==> src/rtl/anton_neopixel_rx_pkg.sv <==
// -----------------------------------------------------------------------------
// anton_neopixel_rx_pkg
// Shared defaults, FSM state encoding and a width helper for the NeoPixel
// receiver. The defaults match the timing of the anton_neopixel_raw
// transmitter at a 7 MHz tick.
// -----------------------------------------------------------------------------
package anton_neopixel_rx_pkg;

  localparam int BUFFER_END_DEFAULT    = 63;
  localparam int RESET_DELAY_DEFAULT   = 385;
  localparam int BIT_THRESHOLD_DEFAULT = 4;
  localparam int MIN_HIGH_DEFAULT      = 2;
  localparam int MAX_HIGH_DEFAULT      = 8;

  // Byte counter / frameBytes width and saturation value.
  localparam logic [12:0] FRAME_BYTES_MAX = 13'h1FFF;

  typedef enum logic [1:0] {
    ST_WAIT_SYNC = 2'd0,
    ST_IDLE      = 2'd1,
    ST_HIGH      = 2'd2,
    ST_LOW       = 2'd3
  } rx_state_e;

  // Ceiling log2, never below 1 so a one-entry buffer still gets a real port.
  function automatic int clog2_min1(input int value);
    int result;
    result = 0;
    while ((1 << result) < value) result++;
    return (result < 1) ? 1 : result;
  endfunction

endpackage

==> src/rtl/anton_neopixel_rx_sync.sv <==
// -----------------------------------------------------------------------------
// anton_neopixel_rx_sync
// Brings the asynchronous NeoPixel line into the clk7mhz domain through two
// flops, keeps one more registered sample, and derives single-cycle edge
// strobes from the last two samples.
//
// Ports:
//   clk7mhz  - sampling clock
//   resetn   - synchronous reset, active low
//   i_data   - raw asynchronous line
//   o_level  - synchronized line level
//   o_rise   - one-cycle strobe on a synchronized low->high transition
//   o_fall   - one-cycle strobe on a synchronized high->low transition
// -----------------------------------------------------------------------------
module anton_neopixel_rx_sync (
  input  logic clk7mhz,
  input  logic resetn,
  input  logic i_data,
  output logic o_level,
  output logic o_rise,
  output logic o_fall
);

  logic r_meta;
  logic r_sync;
  logic r_prev;

  // NOTE: sequential state is always assigned with <= so every flop samples
  // the pre-edge value of its source, regardless of statement order.
  always_ff @(posedge clk7mhz) begin
    if (!resetn) begin
      r_meta <= 1'b0;
      r_sync <= 1'b0;
      r_prev <= 1'b0;
    end else begin
      r_meta <= i_data;
      r_sync <= r_meta;
      r_prev <= r_sync;
    end
  end

  assign o_level = r_sync;
  assign o_rise  = r_sync & ~r_prev;
  assign o_fall  = ~r_sync & r_prev;

endmodule

==> src/rtl/anton_neopixel_rx.sv <==
// -----------------------------------------------------------------------------
// anton_neopixel_rx
// WS2812/NeoPixel receiver. Measures each high pulse in 7 MHz ticks, decodes
// it as a 0 or 1, assembles bytes MSB-first and writes them sequentially into
// an external byte buffer. A long low gap marks frame end.
//
// Ports:
//   clk7mhz      - sole clock
//   resetn       - synchronous reset, active low
//   neoDataIn    - asynchronous NeoPixel line
//   enable       - receiver enable; low forces WAIT_SYNC
//   errClear     - clears the sticky error flags
//   wrEn         - one-cycle buffer write strobe
//   wrAddr       - buffer write index
//   wrData       - decoded byte
//   frameDone    - one-cycle pulse at frame end
//   frameBytes   - complete bytes seen in the last frame (saturating)
//   synced       - high whenever the FSM is not in WAIT_SYNC
//   errGlitch    - sticky: high pulse shorter than MIN_HIGH
//   errLong      - sticky: high pulse longer than MAX_HIGH
//   errPartial   - sticky: frame ended mid-byte
//   errOverflow  - sticky: frame had more bytes than the buffer holds
// -----------------------------------------------------------------------------
module anton_neopixel_rx
  import anton_neopixel_rx_pkg::*;
#(
  parameter int  BUFFER_END    = BUFFER_END_DEFAULT,
  parameter int  RESET_DELAY   = RESET_DELAY_DEFAULT,
  parameter int  BIT_THRESHOLD = BIT_THRESHOLD_DEFAULT,
  parameter int  MIN_HIGH      = MIN_HIGH_DEFAULT,
  parameter int  MAX_HIGH      = MAX_HIGH_DEFAULT,
  localparam int BUFFER_BITS   = clog2_min1(BUFFER_END + 1)
) (
  input  logic                   clk7mhz,
  input  logic                   resetn,
  input  logic                   neoDataIn,
  input  logic                   enable,
  input  logic                   errClear,
  output logic                   wrEn,
  output logic [BUFFER_BITS-1:0] wrAddr,
  output logic [7:0]             wrData,
  output logic                   frameDone,
  output logic [12:0]            frameBytes,
  output logic                   synced,
  output logic                   errGlitch,
  output logic                   errLong,
  output logic                   errPartial,
  output logic                   errOverflow
);

  localparam int LOW_BITS = clog2_min1(RESET_DELAY + 1);
  localparam logic [LOW_BITS-1:0] LOW_LIMIT = LOW_BITS'(RESET_DELAY);

  logic w_level, w_rise, w_fall;

  anton_neopixel_rx_sync u_sync (
    .clk7mhz (clk7mhz),
    .resetn  (resetn),
    .i_data  (neoDataIn),
    .o_level (w_level),
    .o_rise  (w_rise),
    .o_fall  (w_fall)
  );

  rx_state_e                r_state,       w_state_nxt;
  logic [3:0]               r_high_cnt,    w_high_cnt_nxt;
  logic [LOW_BITS-1:0]      r_low_cnt,     w_low_cnt_nxt;
  logic [6:0]               r_shift,       w_shift_nxt;
  logic [2:0]               r_bit_cnt,     w_bit_cnt_nxt;
  logic [12:0]              r_byte_cnt,    w_byte_cnt_nxt;
  logic                     r_wr_en,       w_wr_en_nxt;
  logic [BUFFER_BITS-1:0]   r_wr_addr,     w_wr_addr_nxt;
  logic [7:0]               r_wr_data,     w_wr_data_nxt;
  logic                     r_frame_done,  w_frame_done_nxt;
  logic [12:0]              r_frame_bytes, w_frame_bytes_nxt;
  logic                     r_err_glitch, r_err_long, r_err_partial, r_err_overflow;
  logic                     w_set_glitch, w_set_long, w_set_partial, w_set_overflow;

  logic       w_bit;
  logic [7:0] w_byte;

  // The bit being decoded on this fall, and the byte it would complete.
  assign w_bit  = (int'(r_high_cnt) >= BIT_THRESHOLD);
  assign w_byte = {r_shift, w_bit};

  // NOTE: every signal driven here gets a default first, so no path through
  // the case statement can leave one unassigned and infer a latch.
  always_comb begin
    w_state_nxt       = r_state;
    w_high_cnt_nxt    = r_high_cnt;
    w_low_cnt_nxt     = r_low_cnt;
    w_shift_nxt       = r_shift;
    w_bit_cnt_nxt     = r_bit_cnt;
    w_byte_cnt_nxt    = r_byte_cnt;
    w_wr_en_nxt       = 1'b0;
    w_wr_addr_nxt     = r_wr_addr;
    w_wr_data_nxt     = r_wr_data;
    w_frame_done_nxt  = 1'b0;
    w_frame_bytes_nxt = r_frame_bytes;
    w_set_glitch      = 1'b0;
    w_set_long        = 1'b0;
    w_set_partial     = 1'b0;
    w_set_overflow    = 1'b0;

    if (!enable) begin
      // Disable beats any concurrent edge: nothing is decoded or written.
      w_state_nxt    = ST_WAIT_SYNC;
      w_low_cnt_nxt  = '0;
      w_high_cnt_nxt = '0;
      w_shift_nxt    = '0;
      w_bit_cnt_nxt  = '0;
    end else begin
      unique case (r_state)
        ST_WAIT_SYNC: begin
          if (w_level)                w_low_cnt_nxt = '0;
          else if (r_low_cnt != LOW_LIMIT) w_low_cnt_nxt = r_low_cnt + LOW_BITS'(1);
          if (r_low_cnt == LOW_LIMIT) begin
            // A fresh sync starts a new frame.
            w_byte_cnt_nxt = '0;
            w_wr_addr_nxt  = '0;
            if (w_rise) begin
              w_state_nxt    = ST_HIGH;
              w_high_cnt_nxt = 4'd1;
            end else begin
              w_state_nxt    = ST_IDLE;
            end
          end
        end

        ST_IDLE: begin
          if (w_rise) begin
            w_state_nxt    = ST_HIGH;
            w_high_cnt_nxt = 4'd1;
          end
        end

        ST_HIGH: begin
          if (w_fall) begin
            if (int'(r_high_cnt) < MIN_HIGH || int'(r_high_cnt) > MAX_HIGH) begin
              w_set_glitch  = (int'(r_high_cnt) < MIN_HIGH);
              w_set_long    = (int'(r_high_cnt) > MAX_HIGH);
              w_state_nxt   = ST_WAIT_SYNC;
              w_low_cnt_nxt = '0;
              w_shift_nxt   = '0;
              w_bit_cnt_nxt = '0;
            end else begin
              w_shift_nxt   = w_byte[6:0];
              w_bit_cnt_nxt = r_bit_cnt + 3'd1;
              if (r_bit_cnt == 3'd7) begin
                if (int'(r_byte_cnt) > BUFFER_END) begin
                  w_set_overflow = 1'b1;
                end else begin
                  w_wr_en_nxt   = 1'b1;
                  w_wr_addr_nxt = r_byte_cnt[BUFFER_BITS-1:0];
                  w_wr_data_nxt = w_byte;
                end
                if (r_byte_cnt != FRAME_BYTES_MAX) w_byte_cnt_nxt = r_byte_cnt + 13'd1;
              end
              w_state_nxt   = ST_LOW;
              w_low_cnt_nxt = '0;
            end
          end else if (w_level && r_high_cnt != 4'hF) begin
            w_high_cnt_nxt = r_high_cnt + 4'd1;
          end
        end

        ST_LOW: begin
          if (r_low_cnt == LOW_LIMIT) begin
            w_frame_done_nxt  = 1'b1;
            w_frame_bytes_nxt = r_byte_cnt;
            w_set_partial     = (r_bit_cnt != 3'd0);
            w_shift_nxt       = '0;
            w_bit_cnt_nxt     = '0;
            w_byte_cnt_nxt    = '0;
            w_wr_addr_nxt     = '0;
            w_state_nxt       = ST_IDLE;
            if (w_rise) begin
              w_state_nxt    = ST_HIGH;
              w_high_cnt_nxt = 4'd1;
            end
          end else if (w_rise) begin
            w_state_nxt    = ST_HIGH;
            w_high_cnt_nxt = 4'd1;
          end else if (!w_level) begin
            w_low_cnt_nxt = r_low_cnt + LOW_BITS'(1);
          end
        end

        default: w_state_nxt = ST_WAIT_SYNC;
      endcase
    end
  end

  always_ff @(posedge clk7mhz) begin
    if (!resetn) begin
      r_state        <= ST_WAIT_SYNC;
      r_high_cnt     <= '0;
      r_low_cnt      <= '0;
      r_shift        <= '0;
      r_bit_cnt      <= '0;
      r_byte_cnt     <= '0;
      r_wr_en        <= 1'b0;
      r_wr_addr      <= '0;
      r_wr_data      <= '0;
      r_frame_done   <= 1'b0;
      r_frame_bytes  <= '0;
      r_err_glitch   <= 1'b0;
      r_err_long     <= 1'b0;
      r_err_partial  <= 1'b0;
      r_err_overflow <= 1'b0;
    end else begin
      r_state        <= w_state_nxt;
      r_high_cnt     <= w_high_cnt_nxt;
      r_low_cnt      <= w_low_cnt_nxt;
      r_shift        <= w_shift_nxt;
      r_bit_cnt      <= w_bit_cnt_nxt;
      r_byte_cnt     <= w_byte_cnt_nxt;
      r_wr_en        <= w_wr_en_nxt;
      r_wr_addr      <= w_wr_addr_nxt;
      r_wr_data      <= w_wr_data_nxt;
      r_frame_done   <= w_frame_done_nxt;
      r_frame_bytes  <= w_frame_bytes_nxt;
      // A new error in the same cycle as errClear still sets the flag.
      r_err_glitch   <= w_set_glitch   | (r_err_glitch   & ~errClear);
      r_err_long     <= w_set_long     | (r_err_long     & ~errClear);
      r_err_partial  <= w_set_partial  | (r_err_partial  & ~errClear);
      r_err_overflow <= w_set_overflow | (r_err_overflow & ~errClear);
    end
  end

  assign wrEn        = r_wr_en;
  assign wrAddr      = r_wr_addr;
  assign wrData      = r_wr_data;
  assign frameDone   = r_frame_done;
  assign frameBytes  = r_frame_bytes;
  assign synced      = (r_state != ST_WAIT_SYNC);
  assign errGlitch   = r_err_glitch;
  assign errLong     = r_err_long;
  assign errPartial  = r_err_partial;
  assign errOverflow = r_err_overflow;

endmodule

==> config.mk <==
export PLATFORM = sky130hd
export DESIGN_NAME = anton_neopixel_rx
export DESIGN_NICKNAME = d
export VERILOG_FILES = /design/src/rtl/anton_neopixel_rx_pkg.sv /design/src/rtl/anton_neopixel_rx_sync.sv /design/src/rtl/anton_neopixel_rx.sv
export SDC_FILE = /design/constraint.sdc
export NUM_CORES = 1
export LEC_CHECK = 0
export BUFFER_PORTS_ARGS = -buffer_cell sky130_fd_sc_hd__clkbuf_2
export CAP_MARGIN = 20
export CORE_AREA = 2 2 102 129
export CTS_CLUSTER_DIAMETER = 120
export DETAILED_ROUTE_END_ITERATION = 16
export DIE_AREA = 0 0 104 131
export GPL_ROUTABILITY_DRIVEN = 1
export SYNTH_ARGS = -nofsm -noshare
export SYNTH_HDL_FRONTEND = slang
export SYNTH_HIERARCHICAL = 1
export SYNTH_SLANG_ARGS = --single-unit
==> constraint.sdc <==
create_clock -name clk7mhz -period 2.54 [get_ports clk7mhz]
set_input_delay 0.508 -clock clk7mhz [delete_from_list [all_inputs] [get_ports clk7mhz]]
set_output_delay 0.508 -clock clk7mhz [all_outputs]
set_load 0.05 [all_outputs]
==> run metrics <==
Slowest cell on crit path=or4b_1; pin count of the biggest net entering global routing=28; peak supply drop=approximately 0.23 mV; Hold Crit Class=input pin to flop; hold depth=2; Leak=~1.7 nW; Cell Rows=between 40 and 50; Total Wirelength=8310 microns; Switching Fraction=0.204; status=completed; GPL Wtd Cong=0.823; max_cap viols=0; Power Dens Cells=577 nW/um^2; cts repair resizes=0; P_int=1.97 mW; hold endpoint=u_sync/r_meta; Worst-path clk slew=0.06 ns; CTS tree=built; DIE HEIGHT=131 microns; chip width=104 microns; Final #Nets=~450; Crit path required time=approximately 2.8 ns; H-tree depth=3; syn nets=410; setup TNS=0 ns; Rel. slew slack=0.497; mapped cell area=3650 sq um; Fin. Hold Viols=0; initial antenna violation count=0; post-synthesis register bit count=74; EDFF count, synth=0; total number of vias=2921; sw power=slightly above 0.5 mW; Startpoint Class=flop; HPWL after DPL=6200 microns; initial cell density of the core=0.294; CP cell instances=inv_1, ha_1, or4b_1, and3b_4, nand2_4, a211o_1, mux2i_1; critical path class=flop to flop; Port Buffers=38; Routed Antenna Nets=0; total power=2.47 mW; Comb power frac=0.025; first-pass GRT wire length=13700 microns; worst reg2reg path depth=7; CTS Sinks=74; Max Freq=426 MHz; Initial DRC Count=193; R2R setup slack=~0.19 ns; share of layout cells above drive strength 1=0.204; unrepaired setup endpoints after global routing=no; HP Start=neoDataIn; Max stage delay on crit path=0.50 ns; sequential power share=0.473; aggregate global routing overflow=0; fin crit share=0.925; ys flop type=dfxtp_1; M1 WL=roughly 3500 microns; min cycle time layout=2.35 ns; DR pass1 iterations=4; clock network power share=0.502; synthesized instance count=about 390; Worst Path Arrival=between 2 and 3 ns; Final Max Slew Viols=0; worst skew pair latency=0.33 ns; fill count=1326; Yosys cell types=68; highest metal layer with signal wires=met4; metal2 WL=4300 microns; Area Overhead vs Synth=17.5%; Seq/Total Area, Yosys=0.406; r2r startpoint=r_state[0]; DRC Markers=0; number of global-route vias before repair=2773; TritonCTS Buffers=9; DR WL/cell=13.8 microns; Worst Path Max Fanout=12; Worst setup EP type=flop; # IOs=39; Post-CTS Setup Bufs=0; WL met3=312 microns; Core ar.=12400 sq um; worst setup skew after layout=0.00817 ns; Root Buffer=clkbuf_16; vias per std cell=4.84; Antenna diodes=0; die area=13600 sq um; CTS Hold Buffers Added=0; Syn Area/Cell=9.31 sq um; Post-synth ARST share=0; Final setup viols=0; R2R Path End=wrAddr[2]; synthesis warning total=6; clk buf depth=2; Total GRT Usage=0.127; Slew @ Worst Pin=around 0.75 ns
==> per-stage QoR <==
step | area [sq um] | utilization | hold WS [ns] | std cells | setup slack, ns
floorplan | 3650 | - | 0.412 | 392 | 0.564
global placement | 3990 | 0.321 | 0.422 | 588 | 0.287
detailed placement | 3990 | 0.321 | 0.432 | 588 | 0.193
CTS | 4290 | 0.345 | 0.362 | 604 | 0.194
global route | 4290 | 0.345 | 0.376 | 604 | 0.0495
finish | 4290 | 0.345 | 0.374 | 604 | 0.192
==> critical path: cells and delay by family (launching register included) <==
family	cells	cell delay [ns]
compound gates	1	0.32
fa+ha+maj	1	0.42
buf+inv	1	0.10
mux	1	0.24
flops	1	0.35
simple gates	3	0.85
==> layout by cell type, fill, tap and decap left out, drive strengths merged, types with 12 or more instances in the layout <==
cell type,instances
a21oi,12
clkbuf,49
inv,18
o21ai,20
dfxtp,74
nand2,37
mux2i,20
nand3,22
ha,13
nor2,43
==> flip-flops by register name (all words and copies together) (netlist names) <==
register        count
r_high_cnt          4
u_sync/r_meta       1
frameDone           1
wrEn                1
u_sync/o_level      1
wrAddr              6
u_sync/r_prev       1
r_state             2
r_bit_cnt           3
frameBytes         13
wrData              8
errOverflow         1
r_low_cnt           9
errGlitch           1
errPartial          1
errLong             1
r_shift             7
r_byte_cnt         13
==> worst max-delay path by stage <==
stage / startpoint / end / slack, ns / cells after the start
6_report: r_state[0] / wrAddr[2] / 0.19 / 7
3_3_place_gp: r_state[0] / wrAddr[0] / 0.29 / 7
5_1_grt: r_state[0] / wrAddr[2] / 0.05 / 7
2_1_floorplan: r_state[0] / r_low_cnt[7] / 0.56 / 8
4_1_cts: r_state[0] / wrAddr[2] / 0.19 / 7
3_5_place_dp: r_state[0] / wrAddr[0] / 0.19 / 7
==> layout make-up <==
class | instances | area [sq um] | area share
multi-input combinational | 281 | 1970 | 0.460
tap | 168 | 210 | 0.0490
sequential | 74 | 1480 | 0.345
timing repair buffer | 47 | 258 | 0.0601
clock buffer | 11 | 243 | 0.0566
inverter | 18 | 67.6 | 0.0158
clock inverter | 5 | 53.8 | 0.0125
==> per-layer routing <==
metal,vias to the layer above,global-route usage
met5,-,0
met4,0,0.0588
met3,10,0.0347
met2,47,0.225
met1,1384,0.143
li1,1480,-
==> cells by family after synthesis <==
| logic type | synth area share |
|---|---|
| AOI/OAI and AO/OA | 0.189 |
| adders and majority gates | 0.0446 |
| buffers and inverters | 0.0531 |
| and+or+nand+nor | 0.227 |
| DFF | 0.406 |
| muxes | 0.0641 |
| xor gates and xnor gates | 0.0168 |
==> synthesized netlist by cell type, types with 5 or more instances <==
| library cell | number | area [sq um] |
|---|---|---|
| dfxtp_1 | 74 | 1480 |
| nor2_1 | 41 | 154 |
| nand2_1 | 35 | 131 |
| mux2i_1 | 20 | 200 |
| nand3_1 | 20 | 100 |
| inv_1 | 18 | 67.6 |
| o21ai_0 | 14 | 70.1 |
| ha_1 | 13 | 163 |
| a21oi_1 | 11 | 55.1 |
| and2_1 | 9 | 56.3 |
| clkbuf_1 | 9 | 33.8 |
| a22o_1 | 8 | 70.1 |
| xor2_1 | 7 | 61.3 |
| buf_6 | 6 | 67.6 |
| nand4_1 | 6 | 37.5 |
| and3_1 | 5 | 31.3 |
| nor3_1 | 5 | 25.0 |
| o21ai_1 | 5 | 25.0 |
| o31ai_1 | 5 | 37.5 |
==> power by group through the flow <==
stage	Combinational [mW]	Sequential, mW	Clock (mW)
floorplan	0.0415	1.19	0
global placement	0.0612	1.19	0
detailed placement	0.0626	1.19	0
CTS	0.0628	1.17	1.28
global route	0.0690	1.17	1.33
finish	0.0622	1.17	1.24
(Power assumes the default switching activity.)
